File: config.mk
export PLATFORM = sky130hd
export DESIGN_NAME = uart_rx_fsm_flat
export DESIGN_NICKNAME = d
export VERILOG_FILES = /design/src/rtl/uart_rx_pkg.sv /design/src/rtl/uart_rx_fsm_if.sv /design/src/rtl/uart_rx_chk_point.sv /design/src/rtl/uart_rx_fsm.sv /design/src/flat_wrapper.sv
export SDC_FILE = /design/constraint.sdc
export NUM_CORES = 1
export LEC_CHECK = 0
export ABC_AREA = 1
export CAP_MARGIN = 10
export CORE_ASPECT_RATIO = 1.25
export CORE_MARGIN = 2
export CORE_UTILIZATION = 46
export CTS_BUF_LIST = sky130_fd_sc_hd__clkbuf_2
export DETAILED_ROUTE_END_ITERATION = 10
export GPL_TIMING_DRIVEN = 0
export PLACE_DENSITY = 0.87
export SYNTH_ARGS = -nofsm -noshare
export SYNTH_HDL_FRONTEND = slang
export SYNTH_SLANG_ARGS = --single-unit
File: constraint.sdc
create_clock -name clk -period 2.3 [get_ports clk]
set_clock_uncertainty 0.1 [all_clocks]
set_input_delay 0.46 -clock clk [delete_from_list [all_inputs] [get_ports clk]]
set_output_delay 0.46 -clock clk [all_outputs]
set_load 0.005 [all_outputs]
File: src/rtl/uart_rx_pkg.sv
// Shared types and helpers for the UART receive sequencer: state encoding,
// legal oversampling ratios and the check-edge position within a bit.
package uart_rx_pkg;

    typedef enum logic [2:0] {
        IDLE   = 3'd0,
        START  = 3'd1,
        DATA   = 3'd2,
        PARITY = 3'd3,
        STOP   = 3'd4
    } rx_state_e;

    localparam logic [5:0] PRESC_8  = 6'd8;
    localparam logic [5:0] PRESC_16 = 6'd16;
    localparam logic [5:0] PRESC_32 = 6'd32;

    // The sampler votes at P/2-1..P/2+1, so its result is ready at P/2+2.
    function automatic logic [5:0] chk_edge(input logic [5:0] prescale);
        return (prescale >> 1) + 6'd2;
    endfunction

    function automatic logic presc_legal(input logic [5:0] prescale);
        return (prescale == PRESC_8) || (prescale == PRESC_16) ||
               (prescale == PRESC_32);
    endfunction

endpackage

File: src/rtl/uart_rx_fsm_if.sv
// Connection bundle between the receive sequencer and its counter, sampler,
// checkers and deserializer.
interface uart_rx_fsm_if #(
    parameter int unsigned PRESC_W = 6,
    parameter int unsigned BIT_W   = 4
);
    logic               rx_in;
    logic [PRESC_W-1:0] prescale;
    logic               par_en;
    logic [BIT_W-1:0]   bit_cnt;
    logic [PRESC_W-1:0] edge_cnt;
    logic               strt_glitch;
    logic               par_err;
    logic               stp_err;

    logic [PRESC_W-1:0] frm_prescale;
    logic               frm_par_en;
    logic               cnt_en;
    logic               samp_en;
    logic               deser_en;
    logic               strt_chk_en;
    logic               par_chk_en;
    logic               stp_chk_en;
    logic               data_valid;
    logic               par_err_flag;
    logic               frm_err_flag;
    logic               busy;

    modport slave (
        input  rx_in, prescale, par_en, bit_cnt, edge_cnt,
               strt_glitch, par_err, stp_err,
        output frm_prescale, frm_par_en, cnt_en, samp_en, deser_en,
               strt_chk_en, par_chk_en, stp_chk_en,
               data_valid, par_err_flag, frm_err_flag, busy
    );

    modport master (
        output rx_in, prescale, par_en, bit_cnt, edge_cnt,
               strt_glitch, par_err, stp_err,
        input  frm_prescale, frm_par_en, cnt_en, samp_en, deser_en,
               strt_chk_en, par_chk_en, stp_chk_en,
               data_valid, par_err_flag, frm_err_flag, busy
    );

endinterface

File: src/rtl/uart_rx_chk_point.sv
// Locates the check edge (P/2+2) and the decision edge (P/2+3) inside a bit.
module uart_rx_chk_point
    import uart_rx_pkg::*;
#(
    parameter int unsigned PRESC_W = 6
) (
    input  logic [PRESC_W-1:0] prescale_i,
    input  logic [PRESC_W-1:0] edge_cnt_i,
    output logic               at_chk_o,
    output logic               at_dec_o
);

    logic [PRESC_W-1:0] chk;

    assign chk      = chk_edge(prescale_i);
    assign at_chk_o = (edge_cnt_i == chk);
    assign at_dec_o = (edge_cnt_i == chk + 1'b1);

endmodule

File: src/rtl/uart_rx_fsm.sv
// UART receive sequencer: detects the start bit, freezes the frame
// configuration, strobes the checkers/deserializer and reports the outcome.
module uart_rx_fsm
    import uart_rx_pkg::*;
#(
    parameter int unsigned DATA_W  = 8,
    parameter int unsigned PRESC_W = 6,
    parameter int unsigned BIT_W   = 4
) (
    input logic         clk,
    input logic         rst,
    uart_rx_fsm_if.slave bus
);

    localparam logic [BIT_W-1:0] BIT_START = '0;
    localparam logic [BIT_W-1:0] BIT_FIRST = BIT_W'(1);
    localparam logic [BIT_W-1:0] BIT_LAST  = BIT_W'(DATA_W);
    localparam logic [BIT_W-1:0] BIT_PAR   = BIT_W'(DATA_W + 1);
    localparam logic [BIT_W-1:0] BIT_PSTOP = BIT_W'(DATA_W + 2);

    rx_state_e          state_q;
    logic [PRESC_W-1:0] frm_prescale_q;
    logic               frm_par_en_q;
    logic               data_valid_q;
    logic               par_err_flag_q;
    logic               frm_err_flag_q;

    logic               at_chk;
    logic               at_dec;
    logic [BIT_W-1:0]   stop_bit;

    logic               deser_en_c;
    logic               strt_chk_en_c;
    logic               par_chk_en_c;
    logic               stp_chk_en_c;

    uart_rx_chk_point #(
        .PRESC_W (PRESC_W)
    ) u_chk_point (
        .prescale_i (frm_prescale_q),
        .edge_cnt_i (bus.edge_cnt),
        .at_chk_o   (at_chk),
        .at_dec_o   (at_dec)
    );

    // Stop bit sits one position later when a parity bit is present.
    assign stop_bit = frm_par_en_q ? BIT_PSTOP : BIT_PAR;

    always_ff @(posedge clk or negedge rst) begin
        if (!rst) begin
            state_q        <= IDLE;
            frm_prescale_q <= '0;
            frm_par_en_q   <= 1'b0;
            data_valid_q   <= 1'b0;
            par_err_flag_q <= 1'b0;
            frm_err_flag_q <= 1'b0;
        end else begin
            data_valid_q   <= 1'b0;
            par_err_flag_q <= 1'b0;
            frm_err_flag_q <= 1'b0;
            case (state_q)
                IDLE: begin
                    if (!bus.rx_in && presc_legal(bus.prescale)) begin
                        frm_prescale_q <= bus.prescale;
                        frm_par_en_q   <= bus.par_en;
                        state_q        <= START;
                    end
                end
                START: begin
                    if (at_dec && bus.bit_cnt == BIT_START && bus.strt_glitch)
                        state_q <= IDLE;
                    else if (bus.bit_cnt == BIT_FIRST)
                        state_q <= DATA;
                end
                DATA: begin
                    if (bus.bit_cnt == BIT_PAR)
                        state_q <= frm_par_en_q ? PARITY : STOP;
                end
                PARITY: begin
                    if (bus.bit_cnt == BIT_PSTOP)
                        state_q <= STOP;
                end
                STOP: begin
                    // Leaving mid stop bit lets a back-to-back start edge be seen.
                    if (at_dec && bus.bit_cnt == stop_bit) begin
                        if (frm_par_en_q && bus.par_err)
                            par_err_flag_q <= 1'b1;
                        else if (bus.stp_err)
                            frm_err_flag_q <= 1'b1;
                        else
                            data_valid_q   <= 1'b1;
                        state_q <= IDLE;
                    end
                end
                default: state_q <= IDLE;
            endcase
        end
    end

    always_comb begin
        deser_en_c    = 1'b0;
        strt_chk_en_c = 1'b0;
        par_chk_en_c  = 1'b0;
        stp_chk_en_c  = 1'b0;
        case (state_q)
            START:  strt_chk_en_c = at_chk && (bus.bit_cnt == BIT_START);
            DATA:   deser_en_c    = at_chk && (bus.bit_cnt >= BIT_FIRST) &&
                                    (bus.bit_cnt <= BIT_LAST);
            PARITY: par_chk_en_c  = at_chk && (bus.bit_cnt == BIT_PAR);
            STOP:   stp_chk_en_c  = at_chk && (bus.bit_cnt == stop_bit);
            default: ;
        endcase
    end

    assign bus.frm_prescale = frm_prescale_q;
    assign bus.frm_par_en   = frm_par_en_q;
    assign bus.cnt_en       = (state_q != IDLE);
    assign bus.samp_en      = (state_q != IDLE);
    assign bus.busy         = (state_q != IDLE);
    assign bus.deser_en     = deser_en_c;
    assign bus.strt_chk_en  = strt_chk_en_c;
    assign bus.par_chk_en   = par_chk_en_c;
    assign bus.stp_chk_en   = stp_chk_en_c;
    assign bus.data_valid   = data_valid_q;
    assign bus.par_err_flag = par_err_flag_q;
    assign bus.frm_err_flag = frm_err_flag_q;

endmodule
File: src/flat_wrapper.sv
// flat-port wrapper written by rule: the top's interface ports become plain ports
module uart_rx_fsm_flat import uart_rx_pkg::*;
#(
    parameter int unsigned DATA_W  = 8,
    parameter int unsigned PRESC_W = 6,
    parameter int unsigned BIT_W   = 4
)
  (clk, rst, bus_rx_in, bus_prescale, bus_par_en, bus_bit_cnt, bus_edge_cnt, bus_strt_glitch, bus_par_err, bus_stp_err, bus_frm_prescale, bus_frm_par_en, bus_cnt_en, bus_samp_en, bus_deser_en, bus_strt_chk_en, bus_par_chk_en, bus_stp_chk_en, bus_data_valid, bus_par_err_flag, bus_frm_err_flag, bus_busy);
  uart_rx_fsm_if #(.PRESC_W(PRESC_W), .BIT_W(BIT_W)) bus_i ();
  input logic clk;
  input logic rst;
  input wire logic [$bits(bus_i.rx_in)-1:0] bus_rx_in;
  input wire logic [$bits(bus_i.prescale)-1:0] bus_prescale;
  input wire logic [$bits(bus_i.par_en)-1:0] bus_par_en;
  input wire logic [$bits(bus_i.bit_cnt)-1:0] bus_bit_cnt;
  input wire logic [$bits(bus_i.edge_cnt)-1:0] bus_edge_cnt;
  input wire logic [$bits(bus_i.strt_glitch)-1:0] bus_strt_glitch;
  input wire logic [$bits(bus_i.par_err)-1:0] bus_par_err;
  input wire logic [$bits(bus_i.stp_err)-1:0] bus_stp_err;
  output wire logic [$bits(bus_i.frm_prescale)-1:0] bus_frm_prescale;
  output wire logic [$bits(bus_i.frm_par_en)-1:0] bus_frm_par_en;
  output wire logic [$bits(bus_i.cnt_en)-1:0] bus_cnt_en;
  output wire logic [$bits(bus_i.samp_en)-1:0] bus_samp_en;
  output wire logic [$bits(bus_i.deser_en)-1:0] bus_deser_en;
  output wire logic [$bits(bus_i.strt_chk_en)-1:0] bus_strt_chk_en;
  output wire logic [$bits(bus_i.par_chk_en)-1:0] bus_par_chk_en;
  output wire logic [$bits(bus_i.stp_chk_en)-1:0] bus_stp_chk_en;
  output wire logic [$bits(bus_i.data_valid)-1:0] bus_data_valid;
  output wire logic [$bits(bus_i.par_err_flag)-1:0] bus_par_err_flag;
  output wire logic [$bits(bus_i.frm_err_flag)-1:0] bus_frm_err_flag;
  output wire logic [$bits(bus_i.busy)-1:0] bus_busy;
  assign bus_i.rx_in = bus_rx_in;
  assign bus_i.prescale = bus_prescale;
  assign bus_i.par_en = bus_par_en;
  assign bus_i.bit_cnt = bus_bit_cnt;
  assign bus_i.edge_cnt = bus_edge_cnt;
  assign bus_i.strt_glitch = bus_strt_glitch;
  assign bus_i.par_err = bus_par_err;
  assign bus_i.stp_err = bus_stp_err;
  assign bus_frm_prescale = bus_i.frm_prescale;
  assign bus_frm_par_en = bus_i.frm_par_en;
  assign bus_cnt_en = bus_i.cnt_en;
  assign bus_samp_en = bus_i.samp_en;
  assign bus_deser_en = bus_i.deser_en;
  assign bus_strt_chk_en = bus_i.strt_chk_en;
  assign bus_par_chk_en = bus_i.par_chk_en;
  assign bus_stp_chk_en = bus_i.stp_chk_en;
  assign bus_data_valid = bus_i.data_valid;
  assign bus_par_err_flag = bus_i.par_err_flag;
  assign bus_frm_err_flag = bus_i.frm_err_flag;
  assign bus_busy = bus_i.busy;
  uart_rx_fsm #(.DATA_W(DATA_W), .PRESC_W(PRESC_W), .BIT_W(BIT_W)) u_core (.clk(clk), .rst(rst), .bus(bus_i));
endmodule
== Yosys cells after proc, flatten, opt, wreduce, memory -nomap -nowiden ==
Index checks and enable logic that the tools add are counted.

* Bits in latches: 0
* ROM bits: 0
* Word-level logic and storage cells: 70
* Memory bits (writable): 0
* Register bits: 13
* Output and inout bits: 17
* Memories: 0

* Reduce and logical (&&, ||, !) cells: 18
* Bitwise operators: 0
* Magnitude comparators: 2
* Muxes and demuxes: 24
* Equality and inequality tests: 18
* Shift-type cells: 0
* $mul: 0
* $add $sub $neg: 2
* Div/mod/pow operators: 0

{| class="wikitable"
|+ Operators by type and width
! cell !! count
|-
| 2-to-1 mux 3 bit || 7
|-
| 2-to-1 mux 1 bit || 15
|-
| one-hot mux 3 bit (5 select lines) || 1
|-
| == test 6 bit || 2
|-
| logical AND 1 bit || 10
|-
| == test 4 bit, second input constant || 2
|-
| inequality test 2 x 1 -> 1 bit, second input constant || 4
|-
| adder 5 x 2 -> 6 bit, second input constant || 1
|-
| adder 6 x 1 -> 6 bit, second input constant || 1
|-
| == test 3 x 2 -> 1 bit, second input constant || 2
|-
| == test 6 x 4 -> 1 bit, second input constant || 1
|-
| == test 6 x 5 -> 1 bit, second input constant || 1
|-
| == test 6 bit, second input constant || 1
|-
| AND reduction 5 bit || 1
|-
| == test 4 x 1 -> 1 bit, second input constant || 1
|-
| == test 4 bit || 1
|-
| >= comparator 4 x 1 -> 1 bit, second input constant || 1
|-
| <= comparator 4 bit, second input constant || 1
|-
| zero test 4 bit || 1
|-
| == test 3 x 1 -> 1 bit, second input constant || 1
|-
| == test 3 bit, second input constant || 1
|-
| zero test 3 bit || 1
|-
| inequality test 3 x 1 -> 1 bit, second input constant || 1
|-
| nonzero test 3 bit || 1
|-
| other kinds (4) || 5
|}

== Depth between registers and ports, before layout ==
* Depth after elaboration: 7
* Mapped depth: 14
* Gate-level depth less buffers: 14

== Cells and area by module ==
From an unflattened synthesis, not the netlist that was laid out.

* Cell total of the unflattened synthesis: 174
* Area, all modules: 1167.4 um^2

{| class="wikitable"
|+ Modules (own cells, without submodules)
! module !! seq. area each (um^2) !! cells each !! area an instance (um^2) !! times used
|-
| uart_rx_fsm || 325.3 || 108 || 817.0 || 1
|-
| uart_rx_chk_point || 0.0 || 66 || 350.3 || 1
|}

== Least setup slack after synthesis ==
No wires, ideal clock.

* Path kind: reg-to-output
* Start: register u_core.frm_prescale_q[2], in the netlist u_core.bus.frm_prescale[2]
* End: output bus_par_chk_en
* Slack: 55 ps
* Buffers on the path: 0
* Cell stages (with the launch flop): 9
* Arrival: 1685 ps
* Path through: dfrtp_1 -> inv_1 -> ha_1 -> inv_1 -> nand2_1 -> nand2_1 -> nor4_1 -> nand4_1 -> nor4_1

* Word-level cells in the longest chain between the ends: 4

{| class="wikitable"
|+ Ends and longest elaborated chain
! element !! line !! source
|-
| start: declaration || uart_rx_fsm.sv:22 || <nowiki>logic [PRESC_W-1:0] frm_prescale_q;</nowiki>
|-
| start signal: assignment || uart_rx_fsm.sv:64 || <nowiki>frm_prescale_q <= bus.prescale;</nowiki>
|-
| adder 5 x 2 -> 6 bit || uart_rx_pkg.sv:19 || <nowiki>return (prescale >> 1) + 6'd2;</nowiki>
|-
| == test 6 bit || uart_rx_chk_point.sv:16 || <nowiki>assign at_chk_o = (edge_cnt_i == chk);</nowiki>
|-
| logical AND 1 bit || uart_rx_fsm.sv:109 || <nowiki>PARITY: par_chk_en_c = at_chk && (bus.bit_cnt == BIT_PAR);</nowiki>
|-
| 2-to-1 mux 1 bit || uart_rx_fsm.sv:105 || <nowiki>case (state_q)</nowiki>
|-
| end: declaration || flat_wrapper.sv:26 || <nowiki>output wire logic [$bits(bus_i.par_chk_en)-1:0] bus_par_chk_en;</nowiki>
|}

Every way passes these cells.

== Worst setup path after layout ==
* Start: register u_core.frm_prescale_q[3], in the netlist u_core.bus.frm_prescale[3]
* End: output bus_strt_chk_en

* Word-level cells in the longest chain between the ends: 4

{| class="wikitable"
|+ Ends and longest elaborated chain
! element !! line !! source
|-
| adder 5 x 2 -> 6 bit || uart_rx_pkg.sv:19 ||
|-
| == test 6 bit || uart_rx_chk_point.sv:16 ||
|-
| logical AND 1 bit || uart_rx_fsm.sv:106 || <nowiki>START: strt_chk_en_c = at_chk && (bus.bit_cnt == BIT_START);</nowiki>
|-
| 2-to-1 mux 1 bit || uart_rx_fsm.sv:105 ||
|-
| end: declaration || flat_wrapper.sv:25 || <nowiki>output wire logic [$bits(bus_i.strt_chk_en)-1:0] bus_strt_chk_en;</nowiki>
|}

Every way passes these cells.

==> metrics.cfg <==
[outcome]
outcome = finished, violations left
violations = negative setup slack

[synth]
synth_top_cell_area_share_pct = 30.23
syn_area_mm2 = 0.001076
synth_warnings = 0
synthesis.nets = 194
synth_cells = 168
ys_top_cells_by_area = dfrtp_1 30%, nand2_1 17%, inv_1 10%, nand3_1 7.0%, nor2_1 5.6%
synth_cell_types = 27
synth-seq-cells = 13
synth_top_area_cell = dfrtp_1
syn_avg_cell_area_um2 = 6.405
ys_seq_area_share_pct = 30.23

[worst_hold_path]
hold-path-endpoint = u_core.bus.frm_prescale[0]
min_from = u_core.bus.frm_prescale[0]
holdPathStages = 2
hold_path.class = reg -> reg

[final_layout]
final_cell_mix = 43 x nand2_1, 34 x clkdlybuf4s50_1, 26 x inv_1, 15 x nor2_1, 15 x buf_4
fill_cells = 143
fin_area_mm2 = 0.001800
drive_above_1_share_pct = 29.39
area_delta_synth_final_pct = 67.33
final_common_cell = nand2_1
nNetsFinal = 255
diodes = 0
finish.utilization_pct = 81.44
regArea_um2 = 330.3
multiInputGateArea_um2 = 765.7

[global_route]
grt_first_pass_wirelength_um = 6092
grt_pass1_vias = 1473
grt-ovfl-total = 0
grtUsageTotal_pct = 30.19
antenna_found_initial = 0
grt_max_degree = 14

[clocking]
cts-buffers-inserted = 3
insertion_delay_ns = 0.26
root_buffer = clkbuf_2
cts.clk_slew.worst_paths_ns = 0.13
cts_buffer_depth = 2
clock-sinks = 13
htree_num_levels = 1
cts_tree = built
holdBufCountCts = 0

[routing]
firstDrtPassIters = 4
vias_per_cell = 5.502
dr_total_vias = 1425
routed_wl_um = 3978
drtIter0Drc = 43
wl_per_cell_um = 15.36
ant_nets = 0
drcViolationCount = 0

[die]
rows = 19
start_util_pct = 48.67
io_pins = 40
die_w_um = 47.26
core_mm2 = 0.002211
die_area_mm2 = 0.002745
dieHeight_um = 58.08

[worst_setup_path]
cp_slowest_cell = dfrtp_2
worstRegToRegCells = 13
crit_chain = buf_6, buf_4, buf_4, nand4_1, nand2_2, nand2_1, nand2_1, nand4_1, buf_4, nor3b_2, buf_2
critPathArrivalTime_ns = 2.24
r2r-start = u_core.bus.frm_prescale[3]
timing.rr.end = u_core.state_q[2]
worstPathRequired_ns = 1.74
max_stage_delay_ns = 0.40
endpoint_kind = output pin
crit_fanout = 3
start_kind = flop
criticalPathCategory = reg -> out
r2r_slack_ns = 0.03
timing.critical_path.mode_cell = buf_4

[place]
dpl.hpwl_um = 2207
dpl-instance-area_mm2 = 0.001505
io_buffers = 39
gp_congestion = 0.8485
dp_slack_ns = -0.7097

[timing]
rsz0062_at_grt = yes
drv_slew = 0
max_freq_ghz = 0.3572
finalSetupViolCount = 4
hold_slack_ns = 0.3897
tightest_slew_ns = 0.6885
finalCritPeriodShare_pct = 121.7
hold_violations = 0
timing.setup.tns_ns = -1.922
postLayoutSetupSlackWorst_ns = -0.4998
max_slew_margin_pct = 53.75
period_minus_slack_ns = 2.800

[power_and_ir_drop]
p_per_area_mw_per_mm2 = 760.9
cellLeakagePower_nw = 0.8618
irDropWorstVdd_mv = 0.8274

[run]
drv_cap = 0

[cells in the mapped netlist]
cell type,number
nand2_1,50
nor3_1,4
nor3_2,1
ha_1,3
nor4_1,3
nor2_2,1
inv_1,29
nand4_1,5
inv_2,1
xor2_1,1
nor2_4,1
nor2_1,16
nor3b_2,1
a21oi_2,1
o211ai_1,1
clkbuf_1,1
xnor2_1,1
nand2_2,3
nor3b_1,1
buf_4,2
nand3_2,3
a21oi_1,5
o21ai_0,4
nand3b_1,1
and2_1,1
dfrtp_1,13
nand3_1,15
[registers in the layout, indices dropped and copies added, names as in the netlist]
name and count:
u_core.state_q 3, u_core.bus.data_valid 1, u_core.bus.par_err_flag 1, u_core.bus.frm_err_flag 1, u_core.bus.frm_prescale 6, u_core.bus.frm_par_en 1
[metrics by stage]
stage	total power, mW	cells
3_3_place_gp	0.9348	238
4_1_cts	1.183	268
3_5_place_dp	0.9669	238
2_1_floorplan	0.7155	168
6_report	1.370	259
5_1_grt	1.456	259
[per-layer routing]
metal,wire [um],global-route usage (%),vias to the layer above
met2,2124,53.86,73
met1,1517,32.94,677
li1,-,-,658
met4,115,15.87,0
met3,221,3.115,17
met5,0,0,-
[area by class of cell]
class                           instances  share of cell area (%)
Timing Repair Buffer                   56                   28.42
Multi-Input combinational cell        122                   42.53
Buffer                                  3                   1.042
Clock buffer                            4                   1.112
Tap cell                               31                   2.154
Sequential cell                        13                   18.35
Inverter                               30                   6.393
[worst max-delay path: cells and delay by family, from the launching register on]
kind	cells	cell delay, ns
buffers and inverters	5	0.65
flip-flops	1	0.40
AND/OR/NAND/NOR	6	0.90
[worst max path at each step]
stage / from / end / slack (ns) / cells after the start
floorplan: u_core.bus.frm_prescale[2] / bus_par_chk_en / 0.05 / 8
global placement: bus_edge_cnt[2] / bus_par_chk_en / -0.73 / 8
detailed placement: bus_edge_cnt[2] / bus_par_chk_en / -0.71 / 8
CTS: u_core.bus.frm_prescale[2] / bus_par_chk_en / -0.45 / 11
global route: u_core.bus.frm_prescale[3] / bus_par_chk_en / -0.63 / 11
finish: u_core.bus.frm_prescale[3] / bus_strt_chk_en / -0.50 / 11
[logic make-up after synthesis]
group / after synthesis / synth area share, %
AOI/OAI and AO/OA: 11 / 5.698
xor gates and xnor gates: 2 / 1.628
adders and majority gates: 3 / 3.489
buffers and inverters: 33 / 12.21
DFF: 13 / 30.23
and+or+nand+nor: 106 / 46.75
[power by group]
group	internal, mW	switching, mW	total (mW)
Sequential	0.286	0.0971	0.383
Clock	0.0461	0.0756	0.122
Combinational	0.414	0.451	0.865
Total	0.746	0.624	1.37
[timing repair]
item	4_1_cts	5_1_grt
pin swaps	9	20
setup buffers	26	3
cloned	0	0
setup endpoints to repair	4	13
resized for setup	31	27
endpoints found under the hold margin	0	0
Power figures use the tool's default switching activity.
